===== src/rtl/tick_gen_pkg.sv =====
// Shared tick generator settings: default channel count and field widths, the system
// clock rate, and per-channel default divisors for the PLL, RTC and UART rates.
package tick_gen_pkg;

  localparam int CLK_FREQ_HZ   = 50_000_000;
  localparam int TICK_CHANNELS = 3;
  localparam int TICK_CNT_W    = 16;
  localparam int TICK_FRAC_W   = 8;

  typedef struct packed {
    logic                   en;
    logic [TICK_CNT_W-1:0]  div_int;
    logic [TICK_FRAC_W-1:0] div_frac;
  } tick_cfg_t;

  // Divisor N for a tick rate: the period N+1 cycles is the clock rate over the tick rate.
  function automatic logic [TICK_CNT_W-1:0] tick_div(input int freq, input int rate);
    return TICK_CNT_W'(freq / rate - 1);
  endfunction

  localparam logic [TICK_CNT_W-1:0] TICK_DEFAULT_INT [TICK_CHANNELS] = '{
    tick_div(CLK_FREQ_HZ, 1_000_000),
    tick_div(CLK_FREQ_HZ, 32_768),
    tick_div(CLK_FREQ_HZ, 115_200)
  };

endpackage


===== src/rtl/tick_gen_chan.sv =====
// One tick channel: down-counter, optional fractional accumulator (TICK_GEN_FRAC_EN),
// and a shadow divisor that a running channel picks up at its next terminal count.
module tick_chan
  import tick_gen_pkg::*;
#(
  parameter int CNT_WIDTH  = TICK_CNT_W,
  parameter int FRAC_WIDTH = TICK_FRAC_W
) (
  input  logic                  clock,
  input  logic                  reset,
  input  logic                  wr_i,
  input  logic                  en_i,
  input  logic [CNT_WIDTH-1:0]  int_i,
  input  logic [FRAC_WIDTH-1:0] frac_i,
  output logic                  pend_o,
  output logic                  tick_o,
  output logic                  toggle_o
);

  logic                 en_q, en_d;
  logic [CNT_WIDTH-1:0] int_q, int_d;
  logic [CNT_WIDTH-1:0] sh_int_q, sh_int_d;
  logic [CNT_WIDTH:0]   cnt_q, cnt_d;
  logic                 pend_q, pend_d;
  logic                 tick_q, tick_d;
  logic                 tog_q, tog_d;
  logic                 carry;
  logic                 tc;

  assign tc = en_q && (cnt_q == '0);

`ifdef TICK_GEN_FRAC_EN
  logic [FRAC_WIDTH-1:0] frac_q, frac_d;
  logic [FRAC_WIDTH-1:0] sh_frac_q, sh_frac_d;
  logic [FRAC_WIDTH-1:0] acc_q, acc_d;
  logic [FRAC_WIDTH:0]   sum;

  assign sum   = {1'b0, acc_q} + {1'b0, frac_q};
  assign carry = sum[FRAC_WIDTH];
`else
  logic unused_frac;

  assign unused_frac = ^frac_i;
  assign carry       = 1'b0;
`endif

  always_comb begin
    en_d     = en_q;
    int_d    = int_q;
    sh_int_d = sh_int_q;
    cnt_d    = cnt_q;
    pend_d   = pend_q;
    tick_d   = 1'b0;
    tog_d    = tog_q;
`ifdef TICK_GEN_FRAC_EN
    frac_d    = frac_q;
    sh_frac_d = sh_frac_q;
    acc_d     = acc_q;
`endif
    if (tc) begin
      tick_d = 1'b1;
      tog_d  = ~tog_q;
      if (pend_q) begin
        pend_d = 1'b0;
        int_d  = sh_int_q;
        cnt_d  = {1'b0, sh_int_q};
`ifdef TICK_GEN_FRAC_EN
        frac_d = sh_frac_q;
        acc_d  = '0;
`endif
      end else begin
        cnt_d = {1'b0, int_q} + {{CNT_WIDTH{1'b0}}, carry};
`ifdef TICK_GEN_FRAC_EN
        acc_d = sum[FRAC_WIDTH-1:0];
`endif
      end
    end else if (en_q) begin
      cnt_d = cnt_q - {{CNT_WIDTH{1'b0}}, 1'b1};
    end
    // A write to an idle channel, or any disable, takes effect now and restarts the phase.
    if (wr_i) begin
      if (!en_q || !en_i) begin
        en_d   = en_i;
        int_d  = int_i;
        cnt_d  = {1'b0, int_i};
        pend_d = 1'b0;
        tick_d = 1'b0;
        tog_d  = 1'b0;
`ifdef TICK_GEN_FRAC_EN
        frac_d = frac_i;
        acc_d  = '0;
`endif
      end else begin
        sh_int_d = int_i;
        pend_d   = 1'b1;
`ifdef TICK_GEN_FRAC_EN
        sh_frac_d = frac_i;
`endif
      end
    end
  end

  always_ff @(posedge clock or negedge reset) begin
    if (!reset) begin
      en_q   <= 1'b0;
      int_q  <= '0;
      cnt_q  <= '0;
      pend_q <= 1'b0;
      tick_q <= 1'b0;
      tog_q  <= 1'b0;
`ifdef TICK_GEN_FRAC_EN
      frac_q <= '0;
      acc_q  <= '0;
`endif
    end else begin
      en_q   <= en_d;
      int_q  <= int_d;
      cnt_q  <= cnt_d;
      pend_q <= pend_d;
      tick_q <= tick_d;
      tog_q  <= tog_d;
`ifdef TICK_GEN_FRAC_EN
      frac_q <= frac_d;
      acc_q  <= acc_d;
`endif
    end
  end

  // Shadow values are only read while pend_q is set, so they need no reset.
  always_ff @(posedge clock) begin
    sh_int_q <= sh_int_d;
`ifdef TICK_GEN_FRAC_EN
    sh_frac_q <= sh_frac_d;
`endif
  end

  assign pend_o   = pend_q;
  assign tick_o   = tick_q;
  assign toggle_o = tog_q;

endmodule


===== src/rtl/tick_gen.sv =====
// Multi-channel programmable tick generator with a valid/ready configuration write port.
// Define TICK_GEN_FRAC_EN to enable the fractional divisor in every channel.
module tick_gen
  import tick_gen_pkg::*;
#(
  parameter int  CHANNELS   = TICK_CHANNELS,
  parameter int  CNT_WIDTH  = TICK_CNT_W,
  parameter int  FRAC_WIDTH = TICK_FRAC_W,
  localparam int CHAN_W     = (CHANNELS > 1) ? $clog2(CHANNELS) : 1
) (
  input  logic                  clock,
  input  logic                  reset,
  input  logic                  cfg_valid,
  output logic                  cfg_ready,
  input  logic [CHAN_W-1:0]     cfg_chan,
  input  logic                  cfg_en,
  input  logic [CNT_WIDTH-1:0]  cfg_int,
  input  logic [FRAC_WIDTH-1:0] cfg_frac,
  output logic [CHANNELS-1:0]   tick_o,
  output logic [CHANNELS-1:0]   toggle_o
);

  logic [CHANNELS-1:0] sel;
  logic [CHANNELS-1:0] pend;
  logic [CHANNELS-1:0] wr;

  // An out-of-range channel selects nothing, so the write is accepted and dropped.
  assign cfg_ready = ~|(sel & pend);

  for (genvar g = 0; g < CHANNELS; g++) begin : g_chan
    assign sel[g] = (cfg_chan == CHAN_W'(g));
    assign wr[g]  = cfg_valid && cfg_ready && sel[g];

    tick_chan #(
      .CNT_WIDTH  (CNT_WIDTH),
      .FRAC_WIDTH (FRAC_WIDTH)
    ) u_chan (
      .clock    (clock),
      .reset    (reset),
      .wr_i     (wr[g]),
      .en_i     (cfg_en),
      .int_i    (cfg_int),
      .frac_i   (cfg_frac),
      .pend_o   (pend[g]),
      .tick_o   (tick_o[g]),
      .toggle_o (toggle_o[g])
    );
  end

endmodule


===== config.mk =====
export PLATFORM = sky130hd
export DESIGN_NAME = tick_gen
export DESIGN_NICKNAME = d
export VERILOG_FILES = /design/src/rtl/tick_gen_pkg.sv /design/src/rtl/tick_gen_chan.sv /design/src/rtl/tick_gen.sv
export SDC_FILE = /design/constraint.sdc
export NUM_CORES = 1
export LEC_CHECK = 0
export ABC_AREA = 1
export CORE_MARGIN = 2
export CORE_UTILIZATION = 50
export CTS_BUF_LIST = sky130_fd_sc_hd__clkbuf_16
export DETAILED_ROUTE_END_ITERATION = 10
export GPL_ROUTABILITY_DRIVEN = 0
export PLACE_DENSITY = 0.74
export RECOVER_POWER = 100
export SLEW_MARGIN = 30
export SYNTH_ARGS = -nofsm -noshare
export SYNTH_HDL_FRONTEND = slang
export SYNTH_HIERARCHICAL = 1
export SYNTH_SLANG_ARGS = --single-unit

===== constraint.sdc =====
create_clock -name clock -period 2.3 [get_ports clock]
set_input_delay 0.46 -clock clock [delete_from_list [all_inputs] [get_ports clock]]
set_output_delay 0.46 -clock clock [all_outputs]
set_load 0.01 [all_outputs]

==> results.py, run 1 <==
metrics = {
    "floorplan": {
        "io_pins": 37,
        "num_rows": 46,
        "die_area_sq_um": 17200,
        "core_area_sq_um": 15800,
        "die_y_microns": 131,
        "dieWidth_microns": 131,
        "initial_core_util_pct": 51.0,
    },
    "timing": {
        "worst_pin_slew_ps": 811,
        "finalSetupViolCount": 0,
        "fin_crit_sh_pct": 89.3,
        "hold_viol_final": 0,
        "clock.fmax_mhz": 487,
        "clock_skew_ps": 6.06,
        "period_needed_ps": 2050,
        "drv_slew": 0,
        "relSlewSlack_pct": 45.9,
        "rsz0062_at_grt": "false",
        "setup_ws_ps": 246,
    },
    "final_layout": {
        "syn_to_final_growth_pct": 13.4,
        "fin_nets": 1034,
        "drive_gt1_share_pct": 11.5,
        "diodes": 0,
        "fin_cells": 1226,
        "postLayoutCellArea_sq_um": 9150,
        "regArea_sq_um": 4220,
        "multi_input_area_sq_um": 3410,
        "nFillCells": 1410,
    },
    "worst_setup_path": {
        "cp.arrival_ps": 1590,
        "cp-end-kind": "output pin",
        "rrSetupSlack_ps": 310,
        "required_ps": 1840,
        "startpoint_type": "primary input",
        "crit_type": "in -> out",
        "rr_endpoint": "g_chan[1].u_chan/cnt_q[14]",
        "worst-path-max-fanout": 4,
        "reg2regPathDepth": 10,
        "r2r-start": "g_chan[1].u_chan/cnt_q[0]",
    },
    "detailed_routing": {
        "route.detailed.drc": 0,
        "wl_per_cell_microns": 15.5,
        "first_iter_violations": 516,
        "vias": 6591,
        "drt_wl_total_microns": 19100,
        "dr.pass1.iters": 5,
        "avgViaCountPerCell": 5.38,
        "ant_nets": 0,
    },
    "logic_synthesis": {
        "synth_top_area_cell": "dfrtp_1",
        "syn_area_sq_um": 8070,
        "synth_edf_count": 48,
        "synthFlopType": "dfrtp_1",
        "async_flop_share_pct": 69.8,
        "synth_area_leaders": "dfrtp_1 34%, edfxtp_1 18%, nand2_1 13%",
        "ys_ff_latch": 159,
        "synth_warnings": 6,
        "synth_cell_types": 30,
        "ys_seq_area_share_pct": 52.3,
        "yosysTopAreaCellShare_pct": 34.4,
        "syn_nets": 994,
        "synthCells": 958,
        "postSynthAreaPerCell_sq_um": 8.43,
    },
    "global_routing": {
        "track_usage_pct": 24.1,
        "antenna_found_initial": 0,
        "grt_max_degree": 43,
        "gr-total-overflow": 0,
        "grt_pass1_vias": 6402,
        "grt_pass1_wl_microns": 31400,
    },
    "clock_network": {
        "clk_pin_slew_worst_paths_ps": 60,
        "cts_tree": "built",
        "insertion_delay_ps": 420,
        "htree_num_levels": 4,
        "numCtsBuffers": 17,
        "cts_buffer_depth": 2,
        "clockRootBuffer": "clkbuf_16",
        "clock_sinks": 159,
    },
    "power": {
        "p_leak_nw": 4.19,
        "vdd_drop_max_mv": 1.22,
        "power.share.switching_pct": 35.5,
        "p_per_area_nw_per_um2": 1160,
        "clkPwrFrac_pct": 26.2,
        "power_switching_mw": 3.75,
        "p_int_mw": 6.83,
        "combPwrFrac_pct": 31.1,
        "p_seq_share_pct": 42.6,
    },
    "hold_path": {
        "min_from": "g_chan[1].u_chan/int_q[1]",
        "hp-class": "reg -> reg",
        "min_path_cells": 2,
        "min_to": "g_chan[1].u_chan/int_q[1]",
    },
    "place": {
        "dp_slack_ps": -35.7,
        "io_buffers": 28,
        "dp_cells": 1194,
        "place.detailed.hpwl_microns": 12600,
        "dpl_cell_area_sq_um": 8650,
    },
    "outcome": {
        "status": "completed",
    },
    "run": {
        "maxCapViolations": 0,
    },
}
cells by family after synthesis:
kind of cell    synth area share [%]
simple gates                    32.7
flops                           52.3
compound gates                  7.44
buf+inv                         5.18
xor+xnor                        1.52
fa+ha+maj                      0.930
power groups by stage:
| stage | logic, mW | registers (mW) | clock network, mW |
|---|---|---|---|
| after floorplan | 2.64 | 4.39 | 0 |
| after global placement | 3.18 | 4.51 | 0 |
| after detailed placement | 3.29 | 4.54 | 0 |
| after CTS | 3.33 | 4.51 | 2.81 |
| after global routing | 3.79 | 4.62 | 2.93 |
| final | 3.30 | 4.51 | 2.78 |
flip-flops by register name, summed over array words and instances, names as in the netlist:
| register | cells |
|---|---|
| g_chan.u_chan/cnt_q | 51 |
| g_chan.u_chan/toggle_o | 3 |
| g_chan.u_chan/en_q | 3 |
| g_chan.u_chan/tick_o | 3 |
| g_chan.u_chan/int_q | 48 |
| g_chan.u_chan/pend_o | 3 |
| g_chan.u_chan/sh_int_q | 48 |
cells in the final DEF, fill, tap and decap left out, drive strengths merged:
cell type and n:
nor3 4, xor2 7, dlygate4sd2 1, clkdlybuf4s50 4, nand3 108, ha 6, inv 62, clkinvlp 2
and3 1, xnor2 7, clkinv 8, or2 4, nand4 17, nor2 126, clkbuf 29, dlygate4sd3 23
o21bai 2, buf 11, dfrtp 111, nand2 312, bufinv 3, a31o 3, o21ai 9, a21oi 102
edfxtp 48
synth_stat cells, types with 6 or more instances:
cell,number
o21ai_0,9
nand2_2,28
xor2_1,7
nor2_4,12
edfxtp_1,48
xnor2_1,7
nor2_1,101
a21oi_1,101
dfrtp_1,111
nand2_1,277
nand3_1,104
buf_2,22
ha_1,6
nor2_2,12
nand4_1,16
inv_1,59
nand2_4,7
worst max-delay path: stages:
cell and delay, ps:
clkdlybuf4s50_1 440, inv_1 120, nand3_1 100, and3_2 200, dlygate4sd2_1 270
area by class of cell:
class | count | share of cell area [%]
sequential | 159 | 46.1
multi-input combinational | 708 | 37.3
timing repair buffer | 51 | 4.87
clock buffer | 17 | 4.65
tap | 216 | 2.95
inverter | 61 | 2.50
clock inverter | 14 | 1.65
layer usage:
metal	part of all wire [%]	wire length, microns	vias to the layer above	track usage [%]
met5	0	0	-	0
met4	1.2	238	0	8.64
met3	4.8	911	23	4.34
met2	49	9280	153	39.7
met1	45	8630	3186	32.4
li1	-	-	3229	-
stage by stage:
stage               hold WS (ps)  power [mW]  setup TNS (ps)  utilization (%)
CTS                          532        10.6               0             58.3
finish                       532        10.6               0             57.8
global placement             442        7.70               0             54.6
floorplan                    164        7.03               0                -
global route                 545        11.3               0             57.8
detailed placement           443        7.83            -346             54.6
worst max-delay path by stage:
stage,from,to,depth (start not counted)
5_1_grt,g_chan[1].u_chan/cnt_q[0],g_chan[1].u_chan/cnt_q[14],10
2_1_floorplan,cfg_chan[0],g_chan[0].u_chan/sh_int_q[0],6
4_1_cts,cfg_chan[0],cfg_ready,5
3_3_place_gp,cfg_chan[1],g_chan[2].u_chan/int_q[13],9
3_5_place_dp,cfg_chan[0],g_chan[2].u_chan/cnt_q[15],9
6_report,cfg_chan[0],cfg_ready,5
timing repair:
item	CTS	global route
hold buffers	1	0
resized for setup	1	0
hold endpoints to repair	10	0
setup buffers	0	0
endpoints found under the setup margin	1	0
Note: power is estimated with default switching activity, not from simulation.
==> run 2, diff against run 1 <==
- ABC_AREA: 1 -> unset
- GPL_TIMING_DRIVEN: unset -> 0
- SETUP_SLACK_MARGIN: unset -> 0.5
==> run 2 against run 1 <==
- global-route usage is 6.5 points higher
- largest cell class is now multi-input gates
- combinational power increased by 91%
- synthesized cell count decreased by 21%
==> results.py, run 2 <==
metrics = {
    "global_routing": {
        "gr-total-overflow": 0,
        "track_usage_pct": 30.7,
        "antenna_found_initial": 0,
        "grt_pass1_wl_microns": 41200,
        "grt_pass1_vias": 7507,
        "grt_max_degree": 65,
    },
    "place": {
        "dpl_cell_area_sq_um": 8770,
        "io_buffers": 28,
        "place.detailed.hpwl_microns": 14700,
    },
    "clock_network": {
        "insertion_delay_ps": 450,
        "clock_sinks": 159,
        "clk_pin_slew_worst_paths_ps": 70,
        "cts_tree": "built",
        "clockRootBuffer": "clkbuf_16",
        "htree_num_levels": 4,
        "numCtsBuffers": 17,
        "cts_buffer_depth": 2,
    },
    "final_layout": {
        "nFillCells": 946,
        "fin_nets": 954,
        "drive_gt1_share_pct": 40.3,
        "layout_common_cells": "93 x dfrtp_1, 81 x buf_4, 56 x nand2_1",
        "utilization_pct": 72.8,
        "diodes": 0,
        "reg_top3": "g_chan.u_chan/cnt_q: 51 flops, g_chan.u_chan/int_q: 48 flops, g_chan.u_chan/sh_int_q: 48 flops",
        "top_register": "g_chan.u_chan/cnt_q",
        "postLayoutCellArea_sq_um": 11600,
        "syn_to_final_growth_pct": 42.6,
        "largest_reg_flops": 51,
        "final_common_cell": "dfrtp_1",
    },
    "worst_setup_path": {
        "crit_family": "compound AO/OA/AOI/OAI gates",
        "cp.arrival_ps": 2570,
        "worst-path-max-fanout": 10,
        "crit_type": "in -> reg",
        "worstPathCellList": "dlygate4sd3_1, and3b_1, a21boi_0, clkbuf_8, nand2_1, o21ai_0, a2bb2oi_1",
        "cp_slowest_cell": "dlygate4sd3_1",
        "cp-end-kind": "register",
        "required_ps": 2630,
        "crit_buf_inv": 2,
        "rrSetupSlack_ps": 150,
        "critPathMaxStageDelay_ps": 580,
        "startpoint_type": "primary input",
    },
    "timing": {
        "period_needed_ps": 2240,
        "finalSetupViolCount": 0,
        "relSlewSlack_pct": 49.1,
        "fin_crit_sh_pct": 97.3,
        "worst_pin_slew_ps": 764,
        "clock_skew_ps": 12.3,
        "rsz0062_at_grt": "true",
        "drv_slew": 0,
        "hold_viol_final": 0,
        "clock.fmax_mhz": 447,
    },
    "logic_synthesis": {
        "synthFlopType": "dfrtp_1",
        "synthCells": 759,
        "synth_area_leaders": "dfrtp_1 34%, edfxtp_1 18%, mux2_2 5.4%",
        "yosysMostFrequentCell": "dfrtp_1",
        "synth_warnings": 6,
        "ys_seq_area_share_pct": 52.0,
        "synth_top_area_cell": "dfrtp_1",
        "synthTopCellsByCount": "111 x dfrtp_1, 70 x o21ai_0, 58 x nand2_1",
        "synth_edf_count": 48,
        "synth_cell_types": 63,
        "async_flop_share_pct": 69.8,
        "syn_area_sq_um": 8110,
        "ys_ff_latch": 159,
        "postSynthAreaPerCell_sq_um": 10.7,
        "syn_nets": 795,
        "yosysTopAreaCellShare_pct": 34.2,
    },
    "detailed_routing": {
        "first_iter_violations": 1138,
        "wl_met2_microns": 13800,
        "wl_met1_microns": 11000,
        "drt_wl_total_microns": 29900,
        "wl_per_cell_microns": 26.0,
        "avgViaCountPerCell": 6.80,
        "ant_nets": 0,
        "route.detailed.drc": 0,
        "dr.pass1.iters": 7,
        "met3WireLength_microns": 2990,
        "top_layer_used": "met4",
        "vias": 7797,
    },
    "power": {
        "p_seq_share_pct": 34.6,
        "vdd_drop_max_mv": 0.697,
        "combPwrFrac_pct": 45.6,
        "p_per_area_nw_per_um2": 1190,
        "power.total_mw": 13.8,
        "p_leak_nw": 4.42,
        "power_switching_mw": 5.48,
        "clkPwrFrac_pct": 19.8,
        "power.share.switching_pct": 39.6,
        "p_int_mw": 8.34,
    },
    "run": {
        "maxCapViolations": 0,
    },
    "floorplan": {
        "die_area_sq_um": 17300,
        "initial_core_util_pct": 51.1,
        "io_pins": 37,
        "dieWidth_microns": 131,
        "core_area_sq_um": 15900,
        "num_rows": 46,
        "die_y_microns": 131,
    },
    "outcome": {
        "status": "completed",
    },
    "hold_path": {
        "hp-class": "reg -> reg",
    },
}
-- run 2: cell types whose count changed in the layout (fill, tap and decap cells not counted), moves of 20 or more --
cell	delta
inv_1	-52
buf_6	+21
o31ai_4	+21
mux2_2	+39
buf_4	+72
o31ai_1	+20
nand3_1	-99
o21ai_1	+48
nor2_1	-61
nand2_2	-20
a21oi_1	-58
nand2_1	-226
-- run 2: final timing paths --
path / cells after the start / from / end
setup / recovery: 7 / cfg_valid / g_chan[1].u_chan/cnt_q[12]
hold / removal: 2 / g_chan[1].u_chan/int_q[12] / g_chan[1].u_chan/int_q[12]
setup reg to reg: 6 / g_chan[1].u_chan/pend_o / g_chan[1].u_chan/cnt_q[12]
hold reg to reg: 2 / g_chan[1].u_chan/int_q[12] / g_chan[1].u_chan/int_q[12]
max in group asynchronous: 3 / reset / g_chan[0].u_chan/cnt_q[10]
min in group asynchronous: 2 / reset / g_chan[1].u_chan/en_q
-- run 2: power by group through the flow --
stage	clock (mW)	sequential, mW	combinational, mW
2_1_floorplan	0	4.47	2.78
3_3_place_gp	0	4.61	3.46
3_5_place_dp	0	4.67	3.60
4_1_cts	2.71	4.65	4.98
5_1_grt	2.86	4.86	6.60
6_report	2.74	4.78	6.30
-- run 2: layout make-up --
cell class,instances,area [sq um],area share (%)
buffer,46,539,4.66
clock buffer,17,425,3.68
clock inverter,15,128,1.10
inverter,15,66.3,0.573
multi-input combinational,541,4590,39.7
sequential,159,4240,36.7
tap,216,270,2.34
timing repair buffer,138,1310,11.3
-- run 2: kinds of logic (layout without fill, tap and decap cells) --
| logic type | after synthesis | in the layout | share of synthesized area, % |
|---|---|---|---|
| buffers and inverters | 61 | 231 | 3.33 |
| adders and majority gates | 6 | 6 | 0.925 |
| DFF | 159 | 159 | 52.0 |
| and+or+nand+nor | 210 | 212 | 15.1 |
| muxes | 43 | 43 | 5.91 |
| xor gates and xnor gates | 30 | 30 | 3.24 |
| AOI/OAI and AO/OA | 250 | 250 | 19.6 |
-- run 2: routing by layer --
layer	GRT usage, %	up-vias
li1	-	3186
met1	38.4	3828
met2	48.2	591
met3	7.14	192
met4	19.3	0
met5	0	-
-- run 2: repair_timing --
action / in CTS / in global routing
hold endpoints to repair: 27 / 0
buffers inserted: 53 / 45
cloned: 10 / 2
hold buffers: 1 / 0
endpoints found under the setup margin: 161 / 156
pin swaps: 48 / 56
gates resized for setup: 260 / 139
-- run 2: stage by stage --
| stage | TNS (ps) | setup slack [ps] | cells | hold slack [ps] |
|---|---|---|---|---|
| after global placement | -491720 | -3680 | 1003 | 513 |
| after global routing | 0 | 84.1 | 1147 | 558 |
| final | 0 | 61.0 | 1147 | 525 |
| after CTS | 0 | 338 | 1100 | 526 |
| after detailed placement | -91990 | -872 | 1004 | 447 |
| after floorplan | 0 | 379 | 759 | 164 |
-- run 2: tightest hold or removal path: stages (launching register included) --
cell and delay (ps):
dfrtp_1 340, a21oi_1 40, o21ai_1 100
